**config.mk**
```make
export PLATFORM = sky130hd
export DESIGN_NAME = count_sequencer
export DESIGN_NICKNAME = d
export VERILOG_FILES = /design/src/rtl/count_seq_pkg.sv /design/src/rtl/mod_counter.sv /design/src/rtl/count_sequencer.sv
export SDC_FILE = /design/constraint.sdc
export NUM_CORES = 1
export LEC_CHECK = 0
export BUFFER_PORTS_ARGS = -buffer_cell sky130_fd_sc_hd__buf_2
export CORE_MARGIN = 2
export CORE_UTILIZATION = 45
export DETAILED_ROUTE_END_ITERATION = 10
export PLACE_DENSITY_LB_ADDON = 0.25
export SYNTH_ARGS = -nofsm -noshare
export SYNTH_HDL_FRONTEND = slang
export SYNTH_SLANG_ARGS = --single-unit
export TNS_END_PERCENT = 30
```
**constraint.sdc**
```tcl
create_clock -name CLOCK_50 -period 3.9 [get_ports CLOCK_50]
set_input_delay 0.585 -clock CLOCK_50 [delete_from_list [all_inputs] [get_ports CLOCK_50]]
set_output_delay 0.585 -clock CLOCK_50 [all_outputs]
set_load 0.01 [all_outputs]
```
**src/rtl/count_seq_pkg.sv**
```systemverilog
// Shared definitions for the count sequencer: FSM state encoding and output widths.
package count_seq_pkg;

  localparam int COUNT_W = 8;
  localparam int LAPS_W  = 4;

  typedef enum logic [1:0] {
    IDLE   = 2'd0,
    RUN    = 2'd1,
    PAUSED = 2'd2,
    DONE   = 2'd3
  } state_t;

endpackage

```
**src/rtl/mod_counter.sv**
```systemverilog
// Modulo-MOD counter: advances on en, wraps MOD-1 -> 0, flags the wrapping step.
module mod_counter
  import count_seq_pkg::*;
#(
  parameter int MOD = 20
) (
  input  logic               clk,
  input  logic               clr,
  input  logic               en,
  output logic [COUNT_W-1:0] count,
  output logic               wrap
);

  localparam logic [COUNT_W-1:0] LAST = COUNT_W'(MOD - 1);

  // wrap is combinational so the parent can update laps on the same edge as count.
  assign wrap = en && (count == LAST);

  // NOTE: sequential state uses non-blocking assignments so every register samples pre-edge values.
  always_ff @(posedge clk) begin
    if (clr) begin
      count <= '0;
    end else if (en) begin
      count <= wrap ? '0 : count + 1'b1;
    end
  end

endmodule

```
**src/rtl/count_sequencer.sv**
```systemverilog
// Start/pause/clear sequencer: prescaled tick drives a modulo counter, laps counted to DONE.
module count_sequencer
  import count_seq_pkg::*;
#(
  parameter int MOD  = 20,
  parameter int DIV  = 50_000_000,
  parameter int LAPS = 4
) (
  input  logic               CLOCK_50,
  input  logic               KEY0,
  input  logic               start,
  input  logic               pause,
  input  logic               clear,
  output logic [COUNT_W-1:0] count,
  output logic               rollover,
  output logic [LAPS_W-1:0]  laps,
  output logic [1:0]         state,
  output logic               done
);

  localparam int              PW         = (DIV > 1) ? $clog2(DIV) : 1;
  localparam logic [PW-1:0]   PRESC_LAST = PW'(DIV - 1);
  localparam logic [LAPS_W-1:0] LAPS_LAST = LAPS_W'(LAPS - 1);

  state_t        state_q, state_d;
  logic [PW-1:0] presc;
  logic          tick_q;
  logic          start_acc, run_step, tick, cnt_en, cnt_clr, wrap;

  // clear > pause > start: a start only counts when neither stronger input is present.
  assign start_acc = start && !pause && !clear;
  assign run_step  = (state_q == RUN) && !clear && !pause;
  assign tick      = run_step && (presc == PRESC_LAST);
  // The tick is registered once; a pause or clear drops the tick in flight.
  assign cnt_en    = tick_q && run_step;
  assign cnt_clr   = !KEY0 || clear || (state_q == IDLE) || (state_q == DONE);

  mod_counter #(.MOD(MOD)) u_mod_counter (
    .clk   (CLOCK_50),
    .clr   (cnt_clr),
    .en    (cnt_en),
    .count (count),
    .wrap  (wrap)
  );

  always_comb begin
    // NOTE: default first so every path assigns state_d and no latch is inferred.
    state_d = state_q;
    if (clear) begin
      state_d = IDLE;
    end else begin
      unique case (state_q)
        IDLE, PAUSED, DONE: if (start_acc) state_d = RUN;
        RUN: begin
          if (pause)                          state_d = PAUSED;
          else if (wrap && laps == LAPS_LAST) state_d = DONE;
        end
        default: state_d = IDLE;
      endcase
    end
  end

  always_ff @(posedge CLOCK_50) begin
    if (!KEY0) begin
      state_q <= IDLE;
      tick_q  <= 1'b0;
    end else begin
      state_q <= state_d;
      tick_q  <= tick;
    end
  end

  // The cycle carrying pause still advances the prescaler; PAUSED then holds that value.
  always_ff @(posedge CLOCK_50) begin
    if (!KEY0 || clear) begin
      presc <= '0;
    end else if (state_q == RUN) begin
      presc <= (presc == PRESC_LAST) ? '0 : presc + 1'b1;
    end else if (state_q != PAUSED) begin
      presc <= '0;
    end
  end

  always_ff @(posedge CLOCK_50) begin
    if (!KEY0 || clear) begin
      laps     <= '0;
      rollover <= 1'b0;
    end else begin
      rollover <= wrap;
      if (state_q == DONE && start_acc) begin
        laps <= '0;
      end else if (wrap) begin
        laps <= laps + 1'b1;
      end
    end
  end

  assign state = state_q;
  assign done  = (state_q == DONE);

endmodule

```
==> impl_metrics.json <==
{
  "status": "finished clean",
  "ys_seq_elements": 42,
  "unrepaired_setup_endpoints_after_global_routing": "false",
  "yosys_warnings": 0,
  "floorplan.die_area_sq_um": 5440,
  "drt_pre_antenna_iters": 5,
  "drv_slew": 0,
  "ctsResizeCount": 0,
  "synth_cells": 263,
  "finalWeightedCongestion": 0.807,
  "final_min_period_over_clock_period": 0.608,
  "vdd_ir_drop_max_mv": 0.226,
  "critical_path.max_stage_delay_ns": 0.54,
  "layout-drive-gt1-share": 0.137,
  "clkLatencyLatePin_ns": 0.29,
  "place.port_buffers": 20,
  "multiInputGateArea_sq_um": 1290,
  "synth_cell_types": 51,
  "critPathCaptureType": "flop",
  "clock.fmax_ghz": 0.421,
  "dpl.hpwl_microns": 3530,
  "buffers_inserted_by_post_cts_timing_repair": 0,
  "clock_tree.buffer_depth": 2,
  "post-layout-total-power_mw": 0.788,
  "rows": 25,
  "hold_class": "flop to flop",
  "worstMarginPinSlew_ns": 1.02,
  "grt_start_max_net_pins": 22,
  "initial_core_util": 0.467,
  "design.core.area_sq_um": 4690,
  "cts-htree-levels": 2,
  "synthArstFlopShare": 0,
  "area.growth.synth_to_final_pct": 11.4,
  "ys_dominant_reg_cell": "sky130_fd_sc_hd__dfxtp_1",
  "ant_nets": 0,
  "cp.arrival_ns": 2.58,
  "postLayoutCellArea_sq_um": 2440,
  "tritoncts_clock_tree": "yes",
  "synth-edff-count": 0,
  "slew_headroom": 0.316,
  "ioPinCount": 21,
  "period_minus_slack_ns": 2.37,
  "cts_made_buffers": 5,
  "register_area_sq_um": 841,
  "dpl-instance-area_sq_um": 2330,
  "antenna_found_initial": 0,
  "netlist_area_sq_um": 2190,
  "path_class": "flop to flop",
  "aggregate_global_route_resource_usage": 0.197,
  "antenna_cells_inserted": 0,
  "crit_chain": "nor2b_1 -> nand2_1 -> a21oi_2 -> buf_4 -> a21oi_1 -> mux2i_1",
  "drc": 0,
  "post_synth.cell_area_avg_sq_um": 8.33,
  "path_delay_family": "simple AND/OR/NAND/NOR gates",
  "number_of_nets_produced_by_synthesis": 271,
  "p_per_area_nw_per_um2": 323,
  "worstSetupStartpointType": "flop",
  "first_iter_violations": 109,
  "p_leak_nw": 0.851,
  "maxCapViolCount": 0,
  "detail_route.wl_per_cell_microns": 14.5,
  "timing.setup.tns_ns": 0,
  "vias_per_cell": 6.01,
  "worst-path-max-fanout": 21,
  "grt_pass1_wl_microns": 8400,
  "num-nets-final": 292,
  "cp.buffers_inverters": 1,
  "final.hold.worst_slack_ns": 0.488,
  "first_global_vias": 1828,
  "clock_skew_ns": 0.0118,
  "wl_microns": 4900,
  "globalRouteOverflowTotal": 0,
  "die_height_microns": 73.8,
  "timing.final.hold_violations": 0,
  "die_w_microns": 73.8,
  "via_count": 2039,
  "clk_pin_slew_worst_paths_ns": 0.09,
  "synth.yosys.seq_area_share": 0.384,
  "number_of_filler_cells_placed_in_the_layout": 476,
  "cp_slowest_cell": "sky130_fd_sc_hd__a21oi_2",
  "leading_cell_type_in_the_layout_fill_and_taps_excluded": "sky130_fd_sc_hd__dfxtp_1",
  "worst-endpoint-required_ns": 4.11,
  "clock_sinks": 42,
  "clock-root-buffer": "sky130_fd_sc_hd__clkbuf_8",
  "setup_viol": 0,
  "cts_hold_repair.buffers": 0,
  "final_cell_mix": "sky130_fd_sc_hd__dfxtp_1, sky130_fd_sc_hd__nand2_1, sky130_fd_sc_hd__nor2_1, sky130_fd_sc_hd__a21oi_1, sky130_fd_sc_hd__buf_2"
}
per-layer routing:
metal	vias to the layer above	wire (microns)	part of all wire	global-route usage
li1	1025	-	-	-
met1	966	2350	0.48	0.253
met2	46	2280	0.47	0.331
met3	2	233	0.048	0.0384
met4	0	29	0.0059	0.0606
met5	-	0	0	0
cells in the mapped netlist (all sizes together) (3+ instances only):
cell,instances,area (sq um)
inv,6,22.5
nand2,28,105
nand2b,4,25.0
xor2,7,61.3
a31oi,9,56.3
o21ai,15,75.1
mux2i,5,50.1
nand3,19,108
clkbuf,4,15.0
buf,3,21.3
dfxtp,42,841
and3,8,50.1
nor4,6,71.3
nor3,5,25.0
and4,3,26.3
nor2b,3,18.8
xnor2,3,26.3
or3,6,37.5
nand4,8,56.3
a21oi,22,114
or4,3,30.0
nor2,24,90.1
ha,3,37.5
area by class of cell:
class / count / share of cell area
timing repair buffer: 21 / 0.0441
multi-input combinational: 208 / 0.529
tap: 54 / 0.0277
inverter: 6 / 0.00924
clock buffer: 6 / 0.0298
clock inverter: 2 / 0.0154
sequential: 42 / 0.345
final timing paths:
path              cells after the start  slack, ns      start        end
setup / recovery                      6       1.53   state[0]   presc[5]
hold / removal                        1       0.49  presc[15]  presc[15]
setup reg to reg                      6       1.53   state[0]   presc[5]
hold reg to reg                       1       0.49  presc[15]  presc[15]
logic make-up after synthesis:
group / share of synthesized area
mux: 0.0229
simple gates: 0.334
buf+inv: 0.0269
flops: 0.384
compound gates: 0.175
xor+xnor: 0.0400
fa+ha+maj: 0.0171
flip-flops by register name, summed over array words and instances, names as in the netlist:
register	count
state	2
tick_q	1
rollover	1
presc	26
laps	4
u_mod_counter.count	8
through the flow:
stage | std cells | setup slack [ns] | utilization
after floorplan | 263 | 1.99 | -
after global placement | 331 | 1.53 | 0.496
after detailed placement | 331 | 1.44 | 0.496
after CTS | 339 | 1.52 | 0.520
after global routing | 339 | 1.30 | 0.520
final | 339 | 1.53 | 0.520
report_power, final:
part / leakage [nW] / switching [mW] / total, mW / internal, mW
Combinational: 0.461 / 0.00994 / 0.0148 / 0.00490
Sequential: 0.338 / 0.000998 / 0.430 / 0.429
Clock: 0.0514 / 0.152 / 0.343 / 0.191
Note: power is estimated with default switching activity, not from simulation.
